--- src/rtl/conv_window_gen.sv ---
// 3x3 sliding-window generator for a raster-scan pixel stream: two line buffers
// plus a 3x3 shift window, emitting only fully-populated (valid-mode) windows.
module conv_window_gen #(
  parameter int IMG_W  = 28,
  parameter int IMG_H  = 28,
  parameter int DATA_W = 8
) (
  input  logic                        clk,
  input  logic                        rst_n,
  input  logic                        pix_valid,
  input  logic                        pix_sof,
  input  logic signed [DATA_W-1:0]    pix_in,
  output logic [8:0][DATA_W-1:0]      window_out,
  output logic                        load,
  output logic [$clog2(IMG_H)-1:0]    win_row,
  output logic [$clog2(IMG_W)-1:0]    win_col,
  output logic                        frame_done
);

  localparam int CW = $clog2(IMG_W);
  localparam int RW = $clog2(IMG_H);

  // Handshake: pix_valid qualifies pix_in/pix_sof and every valid beat is
  // consumed on the rising edge (no ready). load/frame_done are one-cycle
  // strobes with no backpressure; window_out/win_row/win_col are stable while
  // load is high and hold their value until the next accepted pixel.

  logic [CW-1:0]     col_q, eff_col, col_n;
  logic [RW-1:0]     row_q, eff_row, row_n;
  logic              last_col, last_row, win_ok;
  logic [DATA_W-1:0] lb0 [IMG_W];
  logic [DATA_W-1:0] lb1 [IMG_W];

  // sof forces the current pixel to (0,0) regardless of counter state
  always_comb begin
    eff_col  = pix_sof ? '0 : col_q;
    eff_row  = pix_sof ? '0 : row_q;
    last_col = (eff_col == CW'(IMG_W - 1));
    last_row = (eff_row == RW'(IMG_H - 1));
    col_n    = last_col ? '0 : eff_col + CW'(1);
    row_n    = eff_row;
    if (last_col) begin
      row_n = last_row ? '0 : eff_row + RW'(1);
    end
    win_ok   = (eff_row >= RW'(2)) && (eff_col >= CW'(2));
  end

  // Line buffer RAM is intentionally not reset; windows never reach stale rows.
  always_ff @(posedge clk) begin
    if (pix_valid) begin
      lb1[eff_col] <= lb0[eff_col];
      lb0[eff_col] <= pix_in;
    end
  end

  always_ff @(posedge clk or negedge rst_n) begin
    if (!rst_n) begin
      col_q      <= '0;
      row_q      <= '0;
      load       <= 1'b0;
      frame_done <= 1'b0;
      window_out <= '0;
      win_row    <= '0;
      win_col    <= '0;
    end else begin
      load       <= pix_valid && win_ok;
      frame_done <= pix_valid && win_ok && last_row && last_col;
      if (pix_valid) begin
        col_q <= col_n;
        row_q <= row_n;
        for (int r = 0; r < 3; r++) begin
          window_out[r*3]   <= window_out[r*3+1];
          window_out[r*3+1] <= window_out[r*3+2];
        end
        window_out[2] <= lb1[eff_col];
        window_out[5] <= lb0[eff_col];
        window_out[8] <= pix_in;
        if (win_ok) begin
          win_row <= eff_row - RW'(2);
          win_col <= eff_col - CW'(2);
        end
      end
    end
  end

endmodule
--- config.mk ---
export PLATFORM = sky130hd
export DESIGN_NAME = conv_window_gen
export DESIGN_NICKNAME = d
export VERILOG_FILES = /design/src/rtl/conv_window_gen.sv
export SDC_FILE = /design/constraint.sdc
export NUM_CORES = 1
export LEC_CHECK = 0
export ABC_AREA = 1
export CORE_MARGIN = 5
export CORE_UTILIZATION = 61
export DETAILED_ROUTE_END_ITERATION = 16
export PLACE_DENSITY = 0.82
export SYNTH_ARGS = -nofsm -noshare
export SYNTH_HDL_FRONTEND = slang
export SYNTH_SLANG_ARGS = --single-unit
export TNS_END_PERCENT = 5
--- constraint.sdc ---
create_clock -name clk -period 3 [get_ports clk]
set_clock_uncertainty 0.1 [all_clocks]
set_input_delay 0.45 -clock clk [delete_from_list [all_inputs] [get_ports clk]]
set_output_delay 0.45 -clock clk [all_outputs]
set_load 0.03 [all_outputs]
# Word-level counts from Yosys, hierarchy flattened
# Memories as Yosys holds them, arrays and structs flattened. A register that Yosys moved wholly into a read port is not among the register bits.
# Cells that the tools add are included.
[word_totals]
inputBits = 12
reg_bits = 86
wordCells = 37
memories = 2
ram_bits = 448
output_inout_bits = 84
[mem_list]
columns = ["memory", "depth", "word_bits", "read_ports", "rd_clocked_by_memory_dff", "write_ports", "line", "rtl"]
rows = [
  ["lb0", 28, 8, 1, 0, 1, "31", "logic [DATA_W-1:0] lb0 [IMG_W];"],
  ["lb1", 28, 8, 1, 1, 1, "32", "logic [DATA_W-1:0] lb1 [IMG_W];"],
]
[op_classes]
order_cmp = 2
n_eq_ne = 2
add_sub_neg = 4
n_reduce_logical = 6
mux = 7
[ops]
columns = ["op", "n"]
rows = [
  ["$mux 5", 5],
  ["$add 5x1->5 const B", 2],
  ["$eq 5x5->1 const B", 2],
  ["$ge 5x2->1 const B", 2],
  ["$sub 5x2->5 const B", 2],
  ["$logic_and 1x1->1", 4],
  ["$mux 1", 2],
  ["$reduce_and 2->1", 1],
  ["$logic_not 1->1", 1],
]

# Longest topological paths before layout
# Gate-level depths: netlist of run 1.
[logic_depth]
ltp_word = 6
depth_mapped = 16
depth_no_buf = 13

# Worst setup path after synthesis of run 1
# No wires, ideal clock.
[synth_path]
path_type = "in2reg"
start = "input port pix_sof"
end = "memory lb0[27][0], enable pin"
arrival_ns = 2.420
required_time_ns = 2.509
setup_time_ns = 0.391
path_stages = 6
path_buffers = 2
slack_ns = 0.089
cell_sequence = "buf_6 nor2_2 clkbuf_1 ha_1 nand2_1 nor2_1"
[synth_between]
elab_chain_cells = 1
[synth_rtl]
columns = ["element", "line", "rtl"]
rows = [
  ["start, declared", "11", "input logic pix_sof,"],
  ["$mux 5", "36", "eff_col = pix_sof ? '0 : col_q;"],
  ["end, declared", "31", ""],
]
# No other way between the ends.

# Worst setup path after layout of run 1
[layout_path]
start = "register col_q[0]"
end = "memory lb1[19][7], enable pin"
[layout_between]
elab_chain_cells = 1
[layout_rtl]
columns = ["element", "line", "rtl"]
rows = [
  ["start, declared", "28", "logic [CW-1:0] col_q, eff_col, col_n;"],
  ["start signal, assigned", "69", "col_q <= col_n;"],
  ["$mux 5", "36", ""],
  ["end, declared", "32", ""],
]
# No other way between the ends.

==> impl_metrics.tcl, run 1 <==
set metrics [dict create \
    synth_edf_count 448 \
    max-vdd-ir-drop_mv 0.507 \
    grt_pass1_wl_mm 92.6 \
    muxShareOfSynthArea_pct 0 \
    port_buffers 95 \
    cellPowerDensity_nw_per_um2 684 \
    crit_path_end_kind "flop" \
    worst-setup-path-type "flop to flop" \
    routed_via_density 5.80 \
    syn-num-nets 2202 \
    hold_ws_ps 229 \
    wl_per_cell_microns 20.9 \
    synthAdderAreaFrac_pct 0.383 \
    cts_max_path_buffers 3 \
    drc_errors 0 \
    wl_mm 60.1 \
    core_sq_um 37300 \
    clk_latency_ps 570 \
    first_global_vias 16632 \
    startpoint_type "flop" \
    yosys.area_share.simple_pct 18.2 \
    hold_start "pix_valid" \
    yosys.area_share.xor_xnor_pct 0.153 \
    row_count 71 \
    syn-cell-area_sq_um 22900 \
    multiInputGateArea_sq_um 5470 \
    htree_levels 2 \
    synth_top_family_by_area "simple AND/OR/NAND/NOR gates" \
    layout_commonest_cell "nand2_1" \
    cts_tree "done" \
    post_route_cells_drive_above_1_share_pct 9.98 \
    required_ps 3170 \
    worst_slack_ps 213 \
    hold_viol 0 \
    cts_root_buffer "clkbuf_16" \
    fillers 2349 \
    grt_max_degree 82 \
    die_h_microns 204 \
    syn2layout_area_growth_pct 17.3 \
    report.final.slew_viol_count 0 \
    power.share.combinational_pct 16.4 \
    vias 16643 \
    swShare_pct 26.9 \
    place.gp.congestion 0.923 \
    dp_slack_ps -136 \
    hpwl_mm 37.0 \
    postRouteAntennaNets 0 \
    fin_nets 2372 \
    setup_violations 0 \
    fin_crit_sh_pct 92.9 \
    grt.overflow.total 0 \
    cts.clk_slew.worst_paths_ps 60 \
    power.share.sequential_pct 48.4 \
    syn_avg_cell_area_sq_um 10.5 \
    worstReg2RegStart "col_q[0]" \
    hold_class "input pin to flop" \
    critPathArrivalTime_ps 2950 \
    grt_usage_pct 28.9 \
    n_antenna_cell 0 \
    power_frac_clock_pct 35.3 \
    max_freq_ghz 0.359 \
    synth_compound_area_share_pct 5.09 \
    cts_buffers 51 \
    die_area_sq_um 41500 \
    die_w_microns 204 \
    ys_ff_latch 542 \
    async_reset_ff_share_pct 17.3 \
    synthFlopType "edfxtp_1" \
    seqCellArea_sq_um 15800 \
    fin_crit_ps 2790 \
    status "finished, final reports clean" \
    intPower_w 0.0134 \
    leakage_nw 11.3 \
    yosysUniqueCellTypes 33 \
    mostFrequentLayoutCells "580 x nand2_1, 448 x edfxtp_1, 274 x inv_1" \
    crit_path_start "col_q[0]" \
    ioPinCount 96 \
    cts_resized 0 \
    clock-sinks 542 \
    antenna_found_initial 0 \
    start_util_pct 61.3 \
    slew_headroom_pct 54.6 \
    rsz0062_at_grt "no" \
    netlist_instances 2183 \
    worstMarginPinSlew_ps 681 \
    yosys_warnings 0 \
    path_max_fanout 29 \
    switchingPower_w 0.00493 \
    maxCapViolations 0 \
    first_pass_iters 7 \
    drtIter0Drc 2112 \
    yosysSeqAreaShare_pct 69.1 \
]
## cells in the mapped netlist, types with 2 or more instances
| cell | instances | area (sq um) |
|---|---|---|
| nand2_1 | 581 | 2180 |
| edfxtp_1 | 448 | 13500 |
| inv_1 | 275 | 1030 |
| nor2_1 | 262 | 983 |
| nand3_1 | 166 | 831 |
| o21ai_0 | 130 | 651 |
| dfrtp_1 | 94 | 2350 |
| buf_2 | 53 | 265 |
| clkbuf_1 | 31 | 116 |
| o21ai_1 | 22 | 110 |
| a21oi_1 | 21 | 105 |
| o211ai_1 | 19 | 143 |
| buf_4 | 15 | 113 |
| o21ai_2 | 9 | 78.8 |
| o22ai_1 | 9 | 56.3 |
| ha_1 | 7 | 87.6 |
| inv_2 | 6 | 22.5 |
| or2_2 | 6 | 37.5 |
| buf_6 | 5 | 56.3 |
| nor2_4 | 5 | 56.3 |
| xor2_1 | 4 | 35.0 |
| nand2_4 | 2 | 22.5 |
| nand4_1 | 2 | 12.5 |
| nor2_2 | 2 | 12.5 |
## worst paths after layout
kind | depth (start not counted) | to | slack (ps)
setup / recovery | 7 | lb1[19][7] | 210
hold / removal | 3 | window_out[47] | 230
setup reg to reg | 7 | lb1[19][7] | 210
hold reg to reg | 2 | window_out[25] | 380
max in group asynchronous | 3 | window_out[4] | 1710
min in group asynchronous | 2 | window_out[25] | 360
## final cells by class
class	count	area share, %
multi-input combinational	1254	20.4
inverter	282	3.96
sequential	542	58.9
timing repair buffer	222	8.29
clock buffer	60	5.15
tap	474	2.21
clock inverter	34	1.12
## power groups by stage
stage / clock [W] / sequential, W / combinational (W)
after detailed placement: 0 / 0.00903 / 0.00293
after CTS: 0.00651 / 0.00888 / 0.00297
after global routing: 0.00687 / 0.00891 / 0.00320
after global placement: 0 / 0.00901 / 0.00285
after floorplan: 0 / 0.00942 / 0.00116
final: 0.00647 / 0.00888 / 0.00301
## metal layers
layer  vias to the layer above  track usage, %  routed length, microns
li1                       7465               -                       -
met1                      7881            39.4                   22500
met4                         0            13.1                    2790
met2                      1117            45.4                   28000
met5                         -               0                       0
met3                       180            5.84                    6830
## stage by stage
stage	setup TNS, ps	cell area (sq um)	instances	util (%)	total power, W
5_1_grt	0	26800	2868	72.0	0.0190
4_1_cts	0	26800	2868	72.0	0.0184
2_1_floorplan	0	22900	2183	-	0.0106
6_report	0	26800	2868	72.0	0.0184
3_5_place_dp	-31680	25200	2773	67.4	0.0120
3_3_place_gp	-14770	25200	2773	67.4	0.0119
## registers in the layout, indices dropped and copies added (netlist names), 5 cells and up
register / flops
col_q: 5
lb0: 224
lb1: 224
row_q: 5
win_col: 5
win_row: 5
window_out: 72
## logic make-up after synthesis
group | Yosys count
XOR/XNOR | 4
adder cells (fa/ha/maj) | 7
AO/OA/AOI/OAI | 213
buffers and inverters | 387
AND/OR/NAND/NOR | 1030
flip-flops | 542
## worst max-delay path, cell delays in order (launching register included)
cell,delay [ps]
dfrtp_4,700
inv_2,130
nor2_4,260
buf_4,230
ha_1,190
nand2_1,310
nor2_1,320
buf_4,240
## timing repair
action / CTS / global route
setup buffers: 0 / 0
hold buffers: 1 / 0
endpoints found under the hold margin: 50 / 0
Power figures use the tool's default switching activity.
==> run 2, diff against run 1 <==
Settings changed: CORE_UTILIZATION 61 to 55, PLACE_DENSITY 0.82 to 0.78.
Clock period 3 ns to 2.5 ns, I/O delays scaled along.
==> run 2 against run 1 <==
  * Sequential share of layout area is 1.6 points lower
  * Power up 22%
  * Largest cell class unchanged
  * Via count rose by 0.28%
  * Die area grew 10%
  * Critical path type unchanged
  * Cell count rose by 4.3%
  * Global-route usage is 3.4 points lower
  * Largest power group unchanged
  * Worst setup slack worse by 130 ps
==> impl_metrics.tcl, run 2 (synthesis results as in run 1) <==
set metrics [dict create \
    status "finished, final reports clean" \
    crit_path_end_kind "flop" \
    power.share.sequential_pct 47.6 \
    row_count 74 \
    hold_ws_ps 212 \
    required_ps 2730 \
    intPower_w 0.0163 \
    path_max_fanout 37 \
    wl_per_cell_microns 19.8 \
    cts_root_buffer "clkbuf_16" \
    power_frac_clock_pct 35.5 \
    drtIter0Drc 2257 \
    cts.clk_slew.worst_paths_ps 70 \
    drc_errors 0 \
    first_pass_iters 5 \
    routed_via_density 5.58 \
    post_route_cells_drive_above_1_share_pct 12.8 \
    layout_commonest_cell "nand2_1" \
    vias 16690 \
    core_sq_um 41000 \
    grt_usage_pct 25.4 \
    finish.utilization_pct 67.3 \
    crit_chain "buf_4 > buf_12 > nor2_1 > nor2_1 > o21ai_1 > nand2_1 > nand2_1 > nand2_1 > a21oi_1 > buf_4 > nand2_1 > buf_12" \
    startpoint_type "flop" \
    fin_nets 2438 \
    cts_buffers 52 \
    fillers 2829 \
    first_global_vias 16334 \
    place.gp.congestion 0.966 \
    cts_max_path_buffers 3 \
    leakage_nw 11.7 \
    report.final.slew_viol_count 0 \
    hpwl_mm 38.6 \
    cellPowerDensity_nw_per_um2 810 \
    slew_headroom_pct 61.2 \
    dp_slack_ps -637 \
    largestRegisters "lb0 (224), lb1 (224), window_out (72)" \
    cp_common_cell "nand2_1" \
    setup_violations 0 \
    mostFrequentLayoutCells "580 x nand2_1, 448 x edfxtp_1, 274 x inv_1" \
    worst_slack_ps 85.5 \
    maxCapViolations 0 \
    crit_slowest_cell "dfrtp_4" \
    wl_mm 59.3 \
    die_area_sq_um 45800 \
    worst-setup-path-type "flop to flop" \
    syn2layout_area_growth_pct 20.6 \
    n_antenna_cell 0 \
    max-vdd-ir-drop_mv 0.487 \
    swShare_pct 26.9 \
    start_util_pct 55.8 \
    port_buffers 95 \
    grt_pass1_wl_mm 91.7 \
    grt_max_degree 92 \
    ioPinCount 96 \
    crit_path_max_incr_delay_ps 540 \
    power.share.combinational_pct 16.9 \
    die_w_microns 214 \
    fin_crit_ps 2410 \
    max_freq_ghz 0.414 \
    antenna_found_initial 1 \
    grt.overflow.total 0 \
    clk_latency_ps 610 \
    cts_tree "done" \
    switchingPower_w 0.00602 \
    postRouteAntennaNets 0 \
    fin_crit_sh_pct 96.6 \
    hold_viol 0 \
    clock-sinks 542 \
    htree_levels 2 \
    hold_class "input pin to asynchronous set/reset pin" \
    critPathArrivalTime_ps 2650 \
    die_h_microns 214 \
    worstMarginPinSlew_ps 582 \
]
## run 2: cell count changes in the layout (fill, tap and decap cells not counted), moves of 2 or more
cell / change
buf_12: +7
buf_4: +56
clkbuf_1: +7
clkbuf_16: +3
clkinv_1: -9
clkinv_2: -2
clkinv_4: +2
nor2_1: -7
nor2_2: +6
## run 2: path summary, 6_finish.rpt
kind	startpoint	end	slack (ps)	depth (start not counted)
max	col_q[0]	lb1[11][6]	90	12
min	rst_n	window_out[50]	210	2
max reg2reg	col_q[0]	lb1[11][6]	90	12
min reg2reg	window_out[25]	window_out[25]	380	2
max in group asynchronous	rst_n	window_out[25]	1440	3
min in group clk	pix_valid	window_out[47]	280	4
## run 2: power by group through the flow
stage                     Sequential, W  Clock, W  Combinational, W
after floorplan                  0.0113         0           0.00139
after global placement           0.0108         0           0.00359
after detailed placement         0.0108         0           0.00368
after CTS                        0.0106   0.00800           0.00372
after global routing             0.0107   0.00841           0.00401
final                            0.0106   0.00794           0.00377
## run 2: layout make-up
cell class | instances | area [sq um] | share of cell area [%]
Clock buffer | 69 | 1460 | 5.29
Clock inverter | 26 | 268 | 0.970
Inverter | 282 | 1060 | 3.85
Sequential cell | 542 | 15800 | 57.3
Tap cell | 532 | 666 | 2.41
Timing Repair Buffer | 287 | 2820 | 10.2
Multi-Input combinational cell | 1254 | 5510 | 20.0
## run 2: critical path: cells and delay by family (launching register included)
family / cells / cell delay [ps]
buffers and inverters: 4 / 640
DFF: 1 / 540
and+or+nand+nor: 6 / 540
AOI/OAI and AO/OA: 2 / 310
## run 2: repair_timing
item | CTS | global route
resized for setup | 1 | 2
setup buffers | 0 | 3
cloned | 0 | 1
hold buffers | 1 | 0
setup endpoints to repair | 29 | 90
endpoints found under the hold margin | 42 | 0
## run 2: per-layer routing
| metal | routed length, microns | share of wire, % | track usage (%) |
|---|---|---|---|
| met2 | 27600 | 47 | 40.5 |
| met5 | 13 | 0.022 | 0 |
| met4 | 2660 | 4.5 | 11.3 |
| met3 | 6380 | 11 | 4.91 |
| met1 | 22700 | 38 | 34.5 |
## run 2: per-stage QoR
step	TNS, ps	cells	total power, W	cell area (sq um)
2_1_floorplan	-56790	2183	0.0127	22900
3_3_place_gp	-194470	2892	0.0144	25800
3_5_place_dp	-214140	2892	0.0145	25800
4_1_cts	0	2988	0.0224	27500
5_1_grt	-4.09	2992	0.0231	27600
6_report	0	2992	0.0223	27600
